File: config.mk
export PLATFORM = sky130hd
export DESIGN_NAME = elevator_request_scheduler_flat
export DESIGN_NICKNAME = d
export VERILOG_FILES = /design/src/rtl/elevator_request_scheduler_pkg.sv /design/src/rtl/elevator_request_scheduler_if.sv /design/src/rtl/elevator_floor_search.sv /design/src/rtl/elevator_request_scheduler.sv /design/src/flat_wrapper.sv
export SDC_FILE = /design/constraint.sdc
export NUM_CORES = 1
export LEC_CHECK = 0
export ABC_AREA = 1
export CORE_ASPECT_RATIO = 0.7
export CORE_MARGIN = 10
export CORE_UTILIZATION = 55
export DETAILED_ROUTE_END_ITERATION = 8
export PLACE_DENSITY_LB_ADDON = 0.12
export SETUP_SLACK_MARGIN = 0.3
export SYNTH_ARGS = -nofsm -noshare
export SYNTH_HDL_FRONTEND = slang
export SYNTH_HIERARCHICAL = 1
export SYNTH_SLANG_ARGS = --single-unit
File: constraint.sdc
create_clock -name clk -period 4 [get_ports clk]
set_input_delay 0.6 -clock clk [delete_from_list [all_inputs] [get_ports clk]]
set_output_delay 0.6 -clock clk [all_outputs]
set_load 0.01 [all_outputs]
File: src/rtl/elevator_request_scheduler_pkg.sv
// Shared elevator types and sizing, used by the request scheduler and the control block.
package elevator_pkg;

    localparam int FLOOR_W    = 4;
    localparam int MAX_FLOORS = 9;

    typedef enum logic [1:0] {
        IDLE       = 2'd0,
        SERVE_UP   = 2'd1,
        SERVE_DOWN = 2'd2,
        DWELL      = 2'd3
    } sched_state_t;

endpackage

File: src/rtl/elevator_request_scheduler_if.sv
// Signal bundle between the call-button side, the request scheduler and the elevator control block.
interface elevator_request_scheduler_if #(
    parameter int NUM_FLOORS = elevator_pkg::MAX_FLOORS
);
    logic [NUM_FLOORS-1:0]            call_btn;
    logic [elevator_pkg::FLOOR_W-1:0] Current_floor;
    logic                             Over_weight;
    logic [elevator_pkg::FLOOR_W-1:0] Request_floor;
    logic [NUM_FLOORS-1:0]            pending;
    logic                             Dir_up;
    logic                             Dwell;
    logic                             Idle;

    modport master (
        output call_btn, Current_floor, Over_weight,
        input  Request_floor, pending, Dir_up, Dwell, Idle
    );

    modport slave (
        input  call_btn, Current_floor, Over_weight,
        output Request_floor, pending, Dir_up, Dwell, Idle
    );
endinterface

File: src/rtl/elevator_floor_search.sv
// Combinational nearest-call search: lowest pending floor above, highest below, and the current floor's bit.
module elevator_floor_search
    import elevator_pkg::*;
#(
    parameter int NUM_FLOORS = MAX_FLOORS
) (
    input  logic [NUM_FLOORS-1:0] i_pending,
    input  logic [FLOOR_W-1:0]    i_cur,
    output logic                  o_above_vld,
    output logic [FLOOR_W-1:0]    o_above,
    output logic                  o_below_vld,
    output logic [FLOOR_W-1:0]    o_below,
    output logic                  o_here
);
    always_comb begin
        o_above_vld = 1'b0;
        o_above     = '0;
        o_below_vld = 1'b0;
        o_below     = '0;
        o_here      = 1'b0;
        // Descending scan so the last hit is the lowest floor above.
        for (int i = NUM_FLOORS - 1; i >= 0; i--) begin
            if (i_pending[i] && (FLOOR_W'(i) > i_cur)) begin
                o_above_vld = 1'b1;
                o_above     = FLOOR_W'(i);
            end
        end
        for (int i = 0; i < NUM_FLOORS; i++) begin
            if (i_pending[i] && (FLOOR_W'(i) < i_cur)) begin
                o_below_vld = 1'b1;
                o_below     = FLOOR_W'(i);
            end
            if (FLOOR_W'(i) == i_cur) begin
                o_here = i_pending[i];
            end
        end
    end
endmodule

File: src/rtl/elevator_request_scheduler.sv
// SCAN request scheduler: latches floor calls, drives one target floor at a time and
// holds a door-dwell window at each served floor before clearing its call.
module elevator_request_scheduler
    import elevator_pkg::*;
#(
    parameter int NUM_FLOORS   = MAX_FLOORS,
    parameter int DWELL_CYCLES = 4
) (
    input logic                          clk,
    input logic                          reset,
    elevator_request_scheduler_if.slave  bus
);
    localparam int               CNT_W    = (DWELL_CYCLES > 1) ? $clog2(DWELL_CYCLES) : 1;
    localparam logic [CNT_W-1:0] CNT_LOAD = CNT_W'(DWELL_CYCLES - 1);

    sched_state_t          r_state, w_state_nxt, w_ev_state, w_sw_state;
    logic [CNT_W-1:0]      r_cnt, w_cnt_nxt;
    logic [NUM_FLOORS-1:0] r_pending, w_pending_nxt, w_clr, w_cur_oh, w_call_mask;
    logic [FLOOR_W-1:0]    r_req, w_req_nxt, w_ev_req, w_sw_req;
    logic                  r_dir_up, w_dir_nxt, w_ev_dir, w_sw_dir;
    logic                  r_dwell, w_dwell_nxt, r_idle, w_idle_nxt;
    logic                  w_cur_ok, w_here_call;
    logic                  w_above_vld, w_below_vld, w_here;
    logic [FLOOR_W-1:0]    w_above, w_below, w_cur;

    assign w_cur    = bus.Current_floor;
    assign w_cur_ok = (w_cur < FLOOR_W'(NUM_FLOORS));

    elevator_floor_search #(.NUM_FLOORS(NUM_FLOORS)) u_search (
        .i_pending   (r_pending),
        .i_cur       (w_cur),
        .o_above_vld (w_above_vld),
        .o_above     (w_above),
        .o_below_vld (w_below_vld),
        .o_below     (w_below),
        .o_here      (w_here)
    );

    // A call for the floor being dwelt at extends the dwell instead of being latched.
    always_comb begin
        w_cur_oh = '0;
        if (w_cur_ok) begin
            w_cur_oh = NUM_FLOORS'(1) << w_cur;
        end
        w_call_mask   = (r_state == DWELL) ? ~w_cur_oh : '1;
        w_here_call   = (r_state == DWELL) && (|(bus.call_btn & w_cur_oh));
        w_pending_nxt = (r_pending | (bus.call_btn & w_call_mask)) & ~w_clr;
    end

    // Fresh evaluation from rest (ties go up) and the post-dwell sweep decision.
    always_comb begin
        w_ev_state = IDLE;
        w_ev_req   = w_cur;
        w_ev_dir   = r_dir_up;
        if (w_here) begin
            w_ev_state = DWELL;
        end else if (w_above_vld && (!w_below_vld || ((w_above - w_cur) <= (w_cur - w_below)))) begin
            w_ev_state = SERVE_UP;
            w_ev_req   = w_above;
            w_ev_dir   = 1'b1;
        end else if (w_below_vld) begin
            w_ev_state = SERVE_DOWN;
            w_ev_req   = w_below;
            w_ev_dir   = 1'b0;
        end

        w_sw_state = IDLE;
        w_sw_req   = w_cur;
        w_sw_dir   = r_dir_up;
        if ((r_dir_up && w_above_vld) || (!r_dir_up && !w_below_vld && w_above_vld)) begin
            w_sw_state = SERVE_UP;
            w_sw_req   = w_above;
            w_sw_dir   = 1'b1;
        end else if (w_below_vld) begin
            w_sw_state = SERVE_DOWN;
            w_sw_req   = w_below;
            w_sw_dir   = 1'b0;
        end
    end

    always_comb begin
        w_state_nxt = r_state;
        w_req_nxt   = r_req;
        w_dir_nxt   = r_dir_up;
        w_cnt_nxt   = r_cnt;
        w_clr       = '0;
        if (w_cur_ok) begin
            case (r_state)
                IDLE: begin
                    w_state_nxt = w_ev_state;
                    w_req_nxt   = w_ev_req;
                    w_dir_nxt   = w_ev_dir;
                end
                SERVE_UP, SERVE_DOWN: begin
                    if (w_cur == r_req) begin
                        w_state_nxt = DWELL;
                        w_req_nxt   = w_cur;
                    end else if ((r_state == SERVE_UP) && w_above_vld) begin
                        w_req_nxt = w_above;
                    end else if ((r_state == SERVE_DOWN) && w_below_vld) begin
                        w_req_nxt = w_below;
                    end else begin
                        w_state_nxt = w_ev_state;
                        w_req_nxt   = w_ev_req;
                        w_dir_nxt   = w_ev_dir;
                    end
                end
                DWELL: begin
                    w_req_nxt = w_cur;
                    if (w_here_call) begin
                        w_cnt_nxt = CNT_LOAD;
                    end else if (!bus.Over_weight) begin
                        if (r_cnt != '0) begin
                            w_cnt_nxt = r_cnt - CNT_W'(1);
                        end else begin
                            w_clr       = w_cur_oh;
                            w_state_nxt = w_sw_state;
                            w_req_nxt   = w_sw_req;
                            w_dir_nxt   = w_sw_dir;
                        end
                    end
                end
                default: w_state_nxt = IDLE;
            endcase
            if ((w_state_nxt == DWELL) && (r_state != DWELL)) begin
                w_cnt_nxt = CNT_LOAD;
            end
        end
    end

    always_comb begin
        w_dwell_nxt = (w_state_nxt == DWELL);
        w_idle_nxt  = (w_state_nxt == IDLE) && (w_pending_nxt == '0);
    end

    always_ff @(posedge clk or negedge reset) begin
        if (!reset) begin
            r_state   <= IDLE;
            r_cnt     <= '0;
            r_pending <= '0;
            r_req     <= '0;
            r_dir_up  <= 1'b1;
            r_dwell   <= 1'b0;
            r_idle    <= 1'b1;
        end else begin
            r_state   <= w_state_nxt;
            r_cnt     <= w_cnt_nxt;
            r_pending <= w_pending_nxt;
            r_req     <= w_req_nxt;
            r_dir_up  <= w_dir_nxt;
            r_dwell   <= w_dwell_nxt;
            r_idle    <= w_idle_nxt;
        end
    end

    assign bus.Request_floor = r_req;
    assign bus.pending       = r_pending;
    assign bus.Dir_up        = r_dir_up;
    assign bus.Dwell         = r_dwell;
    assign bus.Idle          = r_idle;
endmodule

File: src/flat_wrapper.sv
// flat-port wrapper written by rule: the top's interface ports become plain ports
module elevator_request_scheduler_flat import elevator_pkg::*;
#(
    parameter int NUM_FLOORS   = MAX_FLOORS,
    parameter int DWELL_CYCLES = 4
)
  (clk, reset, bus_call_btn, bus_Current_floor, bus_Over_weight, bus_Request_floor, bus_pending, bus_Dir_up, bus_Dwell, bus_Idle);
  elevator_request_scheduler_if #(.NUM_FLOORS(NUM_FLOORS)) bus_i ();
  input logic clk;
  input logic reset;
  input wire logic [$bits(bus_i.call_btn)-1:0] bus_call_btn;
  input wire logic [$bits(bus_i.Current_floor)-1:0] bus_Current_floor;
  input wire logic [$bits(bus_i.Over_weight)-1:0] bus_Over_weight;
  output wire logic [$bits(bus_i.Request_floor)-1:0] bus_Request_floor;
  output wire logic [$bits(bus_i.pending)-1:0] bus_pending;
  output wire logic [$bits(bus_i.Dir_up)-1:0] bus_Dir_up;
  output wire logic [$bits(bus_i.Dwell)-1:0] bus_Dwell;
  output wire logic [$bits(bus_i.Idle)-1:0] bus_Idle;
  assign bus_i.call_btn = bus_call_btn;
  assign bus_i.Current_floor = bus_Current_floor;
  assign bus_i.Over_weight = bus_Over_weight;
  assign bus_Request_floor = bus_i.Request_floor;
  assign bus_pending = bus_i.pending;
  assign bus_Dir_up = bus_i.Dir_up;
  assign bus_Dwell = bus_i.Dwell;
  assign bus_Idle = bus_i.Idle;
  elevator_request_scheduler #(.NUM_FLOORS(NUM_FLOORS), .DWELL_CYCLES(DWELL_CYCLES)) u_core (.clk(clk), .reset(reset), .bus(bus_i));
endmodule
==> results of run 1 <==
-- flip-flops by register name (all words and copies together) (netlist names) --
signal                    flops
u_core/bus.Idle               1
u_core/bus.Dwell              1
u_core/r_cnt                  2
u_core/bus.pending            9
u_core/bus.Request_floor      4
u_core/bus.Dir_up             1
u_core/r_state                2
-- worst max-delay path, delay by kind of cell --
family	cells	cell delay (ns)
simple gates	25	1.91
xor+xnor	1	0.21
fa+ha+maj	3	0.75
buf+inv	4	0.35
compound gates	1	0.13
-- layout by cell type, fill, tap and decap left out, types with 10 or more instances in the layout --
master | synthesis | routed
nand2_1 | 136 | 118
inv_1 | 57 | 52
buf_4 | 1 | 49
nand3_1 | 33 | 32
o21ai_0 | 35 | 29
clkdlybuf4s50_1 | 0 | 27
nor2_1 | 28 | 23
nand2_2 | 1 | 18
dfrtp_1 | 18 | 18
nor2_2 | 11 | 13
a21oi_1 | 19 | 12
ha_1 | 15 | 12
inv_2 | 6 | 10
-- cell usage after synthesis, drive strengths merged --
library cell | count | share of area, %
nand2 | 138 | 20
inv | 63 | 9.1
o21ai | 47 | 9.8
nor2 | 40 | 7.1
nand3 | 36 | 7.8
a21oi | 19 | 3.7
dfrtp | 18 | 17
ha | 15 | 7.2
xor2 | 9 | 3.0
nand4 | 8 | 1.9
a21o | 7 | 2.0
buf | 7 | 1.9
nor3 | 4 | 0.77
a211oi | 2 | 0.58
a21boi | 2 | 0.58
a31oi | 2 | 0.48
clkbuf | 2 | 0.29
dfstp | 2 | 2.0
fa | 2 | 1.5
nand3b | 2 | 0.58
o21bai | 2 | 0.58
a32o | 1 | 0.39
and2 | 1 | 0.24
o21a | 1 | 0.29
xnor2 | 1 | 0.34
-- routing by layer --
layer / share of wire [%] / global-route usage, %
met2: 45 / 31.7
met5: 0 / 0
met4: 1.5 / 3.65
met1: 44 / 30.8
met3: 10 / 4.34
-- area by class of cell --
cell class                      instances  area [um^2]
Tap cell                               55         68.8
Clock buffer                            4         55.1
Multi-Input combinational cell        339         1990
Fill cell                             336          873
Sequential cell                        20          503
Inverter                               63          239
Timing Repair Buffer                   84          722
-- cell families (layout without fill, tap and decap cells) --
group,after synthesis,after routing,share of synthesized area [%]
buffers and inverters,72,151,11.3
flip-flops,20,20,19.4
AO/OA/AOI/OAI,83,83,18.4
adder cells (fa/ha/maj),17,17,8.77
AND/OR/NAND/NOR,229,229,38.8
XOR/XNOR,10,10,3.37
-- what timing repair did --
item,4_1_cts,5_1_grt
resized for setup,29,61
endpoints found under the setup margin,11,11
buffers inserted,0,5
pin swaps,4,29
-- power by group through the flow --
stage | clock network, mW | registers (mW) | logic, mW
2_1_floorplan | 0 | 0.313 | 0.761
3_3_place_gp | 0 | 0.307 | 1.10
3_5_place_dp | 0 | 0.310 | 1.12
4_1_cts | 0.164 | 0.306 | 1.14
5_1_grt | 0.172 | 0.318 | 1.46
6_report | 0.159 | 0.309 | 1.29
-- worst paths after layout --
check | startpoint | end
setup / recovery | bus_Current_floor[1] | u_core/r_cnt[1]
hold / removal | u_core/r_cnt[0] | u_core/r_cnt[0]
setup reg to reg | u_core/bus.pending[7] | u_core/r_cnt[1]
hold reg to reg | u_core/r_cnt[0] | u_core/r_cnt[0]
max in group asynchronous | reset | u_core/bus.pending[8]
min in group asynchronous | reset | u_core/r_state[1]
==> results.txt, run 1 <==
status -> complete, no violations
max cap viols -> 0
cell area after layout -> 3580 um^2
RSZ-0062 raised after global routing -> yes
final worst slack -> 0.217 ns
Pins Over Slew Limit -> 0
drt pass-1 iters -> 5
crit path max fanout -> 7
switching pwr -> 0.898 mW
Netlist Area Pre-Place -> 2600 um^2
worst hold path class -> register to register
Syn Inst Count -> 431
Hold WS -> 0.503 ns
WS Path Type -> input pin to register
Sw Ratio -> 51.0%
number of port buffers -> 31
Worst setup SP type -> input pin
count of different cell masters after synthesis -> 37
RePlAce Congestion -> 1.04
sequential area share after synthesis -> 19.4%
Final Hold Vio Count -> 0
cell row count -> 20
Final setup viols -> 0
Worst Path Required -> 4.21 ns
worst-margin pin slew -> 0.912 ns
number of global-route vias before repair -> 2898
Via density -> 5.70
critical path arrival -> 3.99 ns
synthesized area per cell -> 6.02 um^2
Post-Place Worst Slack -> -0.654 ns
CP max-delay cell -> fa_2
IR drop worst, VDD -> 524 uV
Post-Place Cells -> 556
Combinational Power Share -> 73.4%
DR WL/cell -> 15.8 um
layout cells sized above 1 -> 27.1%
Final Cycle Share -> 94.6%
Worst slew margin -> 39.0%
clock root buffer master -> clkbuf_8
io pins -> 32
clock latency at the later pin of the worst-skew pair -> 0.26 ns
Post-Layout Cell Count -> 565
Sequential Power Share -> 17.5%
global-route wire length before repair -> 14.0 mm
Post-DRT Antenna Nets -> 0
Clock Sink Count -> 20
pin count of the biggest net entering global routing -> 21
Worst path max stage delay -> 0.35 ns
r2r worst-path depth -> 31
leak pwr -> 1.79 nW
DP HPWL -> 6.72 mm
CTS Buffer Depth -> 2
Initial Util -> 58.3%
Post-Route Utilization -> 80.4%
number of diodes -> 0
H-tree depth -> 1
Syn-to-layout area delta -> 37.9%
PD cells -> 492 nW/um^2
Hold Buf Count CTS -> 0
YS warnings -> 6
Pwr Total -> 1.76 mW
CP endpoint kind -> register
Overflow after GRT -> 0
CP most frequent cell -> nand2_1
FF+latch count, synth -> 20
Num CTS Buffers -> 3
internal power -> 0.864 mW
fin crit period -> 3.78 ns
final wirelength -> 8.93 mm
Final Skew -> 0.00867 ns
clock network power share -> 9.0%
DIE AREA -> 7910 um^2
initial drt markers -> 355
Worst Hold Depth -> 2
vias -> 3218
antenna violations before repair -> 0
DP Area -> 3280 um^2
nets -> 544
core area -> 4450 um^2
DR DRC count -> 0
Fin Setup TNS -> 0 ns
clock slew at reported path FFs -> 0.08 ns
syn_nets -> 464
CTS tree -> done
Fmax -> 264 MHz
Worst R2R Setup Slack -> 0.48 ns
Chip Width -> 102 um
GRT Total Usage -> 21.2%
die span in y -> 77.5 um
Power figures use the tool's default switching activity.
==> run 2: changes to the inputs <==
Settings changed: ABC_AREA 1 to default, CTS_CLUSTER_SIZE from default to 30.
==> run 2 against run 1 <==
Via count down 0.12%. Flip-flop and latch count is the same. Critical path depth is 16 lower. Largest power group unchanged. Highest routed layer unchanged.
==> results.txt, run 2 <==
status -> complete, no violations
Via density -> 6.78
predominant post-synthesis flop cell -> dfrtp_1
FF+latch count, synth -> 20
crit path from -> bus_Current_floor[3]
Fmax -> 265 MHz
vias -> 3214
die span in y -> 77.9 um
most area-consuming cells after synthesis -> dfrtp_1 17%, ha_1 7.1%, a21oi_1 5.7%
number of diodes -> 0
core area -> 4480 um^2
synthesized area per cell -> 7.65 um^2
Syn Inst Count -> 345
nets -> 453
H-tree depth -> 1
Fin Setup TNS -> 0 ns
post-synth top area share -> 17.1%
Worst slew margin -> 37.0%
Overflow after GRT -> 0
Pins Over Slew Limit -> 0
drt pass-1 iters -> 6
Worst setup SP type -> input pin
worst hold path class -> register to register
number of port buffers -> 31
CTS tree -> done
crit path max fanout -> 5
pin count of the biggest net entering global routing -> 22
DR DRC count -> 0
Clock Sink Count -> 20
most frequent cells in the layout -> 45 x buf_4, 31 x nor2_1, 27 x clkdlybuf4s50_1, 24 x nand2_1, 20 x inv_1
Netlist Area Pre-Place -> 2640 um^2
Syn-to-layout area delta -> 44.8%
Final Skew -> 0.0175 ns
io pins -> 32
sequential area share after synthesis -> 19.1%
Final setup viols -> 0
clock root buffer master -> clkbuf_8
CTS Buffer Depth -> 2
critical path arrival -> 3.95 ns
Final Hold Vio Count -> 0
initial drt markers -> 353
clock latency at the later pin of the worst-skew pair -> 0.28 ns
post-synth top area cell -> dfrtp_1
clock slew at reported path FFs -> 0.08 ns
max FFs per register -> 9
Pwr Total -> 2.06 mW
RSZ-0062 raised after global routing -> yes
count of different cell masters after synthesis -> 72
DP HPWL -> 7.14 mm
CP endpoint kind -> register
final wirelength -> 10.4 mm
YS warnings -> 6
Worst path max stage delay -> 0.31 ns
cell row count -> 20
cell family with most CP delay -> compound AO/OA/AOI/OAI gates
Hold Crit Start -> u_core/r_cnt[1]
DIE AREA -> 8010 um^2
Hold Buf Count CTS -> 0
synth cell count leaders -> 33 x nor2_1, 30 x a21oi_1, 26 x nand2_1
WS Path Type -> input pin to register
most common cell after layout, fill and taps aside -> buf_4
worst-margin pin slew -> 0.941 ns
antenna violations before repair -> 0
layout cells sized above 1 -> 33.4%
Worst Path Buf+Inv -> 3
Critical Path, Cell by Cell -> buf_8 -> or2_4 -> mux2_4 -> nand3_4 -> a221oi_4 -> ha_2 -> inv_1 -> a21o_1 -> a21oi_2 -> xnor2_2 -> ha_4 -> a211oi_4 -> buf_4 -> a21oi_4 -> a221oi_4 -> mux2_4 -> nand2_4 -> o32ai_2
syn_nets -> 378
Chip Width -> 103 um
CP max-delay cell -> a221oi_4
global-route wire length before repair -> 15.1 mm
Num CTS Buffers -> 3
Initial Util -> 58.9%
Post-synth EDFFs -> 0
IR drop worst, VDD -> 583 uV
RePlAce Congestion -> 1.07
most instantiated library cell after synthesis -> nor2_1
leak pwr -> 1.58 nW
Final Cycle Share -> 94.5%
fin crit period -> 3.78 ns
Critical R2R Launch -> u_core/bus.pending[6]
Post-DRT Antenna Nets -> 0
Async SR Flop Fraction -> 100%
number of global-route vias before repair -> 2964
PD cells -> 538 nW/um^2
DR WL/cell -> 21.9 um
Worst Path Required -> 4.17 ns
GRT Total Usage -> 23.2%
max cap viols -> 0
-- run 2: cell count changes after synthesis, moves of 10 or more --
cell	before	now
nand2_1	136	26
inv_1	57	21
nand3_1	33	14
o21ai_0	35	19
o22ai_1	0	15
a21oi_1	19	30
nor2_2	11	1
-- run 2: kinds of logic after synthesis --
family / share of synthesized area, %
mux: 5.36
buf+inv: 6.69
fa+ha+maj: 8.63
compound gates: 32.4
simple gates: 24.5
flops: 19.1
xor+xnor: 3.32
-- run 2: stage by stage --
step | area [um^2] | utilization [%] | instances | setup WS [ns] | hold WS [ns]
detailed placement | 3320 | 74.0 | 456 | -0.547 | 0.567
global placement | 3320 | 74.0 | 456 | -0.480 | 0.529
finish | 3820 | 85.3 | 474 | 0.221 | 0.570
global route | 3820 | 85.3 | 474 | 0.0953 | 0.600
floorplan | 2720 | - | 345 | 0.264 | 0.304
CTS | 3530 | 78.8 | 467 | 0.237 | 0.561
-- run 2: worst register-to-register path: cells and delay by family (launching register included) --
kind	cells	cell delay, ns
fa+ha+maj	3	0.92
flops	1	0.50
buf+inv	2	0.13
simple gates	5	1.11
compound gates	6	0.94
-- run 2: timing repair --
action,4_1_cts,5_1_grt
setup buffers,6,7
endpoints found under the setup margin,11,11
resized for setup,41,54
pin swaps,22,42
cloned,1,0
-- run 2: final timing paths --
path                                              end  slack (ns)  depth (start not counted)
worst max-delay path                  u_core/r_cnt[1]        0.22                         18
worst min-delay path                  u_core/r_cnt[1]        0.57                          2
worst max register to register        u_core/bus.Idle        0.30                         16
worst min register to register        u_core/r_cnt[1]        0.57                          2
max in group asynchronous       u_core/bus.pending[6]        2.51                          1
min in group asynchronous       u_core/bus.pending[4]        0.84                          1
-- run 2: where the power goes --
part	internal [mW]	switching (mW)	total (mW)	leakage [nW]
combinational	0.700	0.819	1.52	1.34
sequential	0.261	0.0592	0.320	0.204
clock	0.134	0.0833	0.217	0.0357
-- run 2: layout make-up --
class	instances	area, um^2
clock buffer	3	41.3
clock inverter	1	30.0
fill	256	659
inverter	24	90.1
multi-input combinational	284	2310
sequential	20	505
tap	55	68.8
timing repair buffer	87	778
-- run 2: layer usage --
| layer | vias up | routed length, um | share of wire [%] | global-route usage, % |
|---|---|---|---|---|
| met3 | 45 | 1190 | 11 | 6.73 |
| li1 | 1437 | - | - | - |
| met5 | - | 0 | 0 | 0 |
| met4 | 0 | 265 | 2.6 | 4.85 |
| met2 | 233 | 4640 | 45 | 35.7 |
| met1 | 1499 | 4270 | 41 | 31.3 |
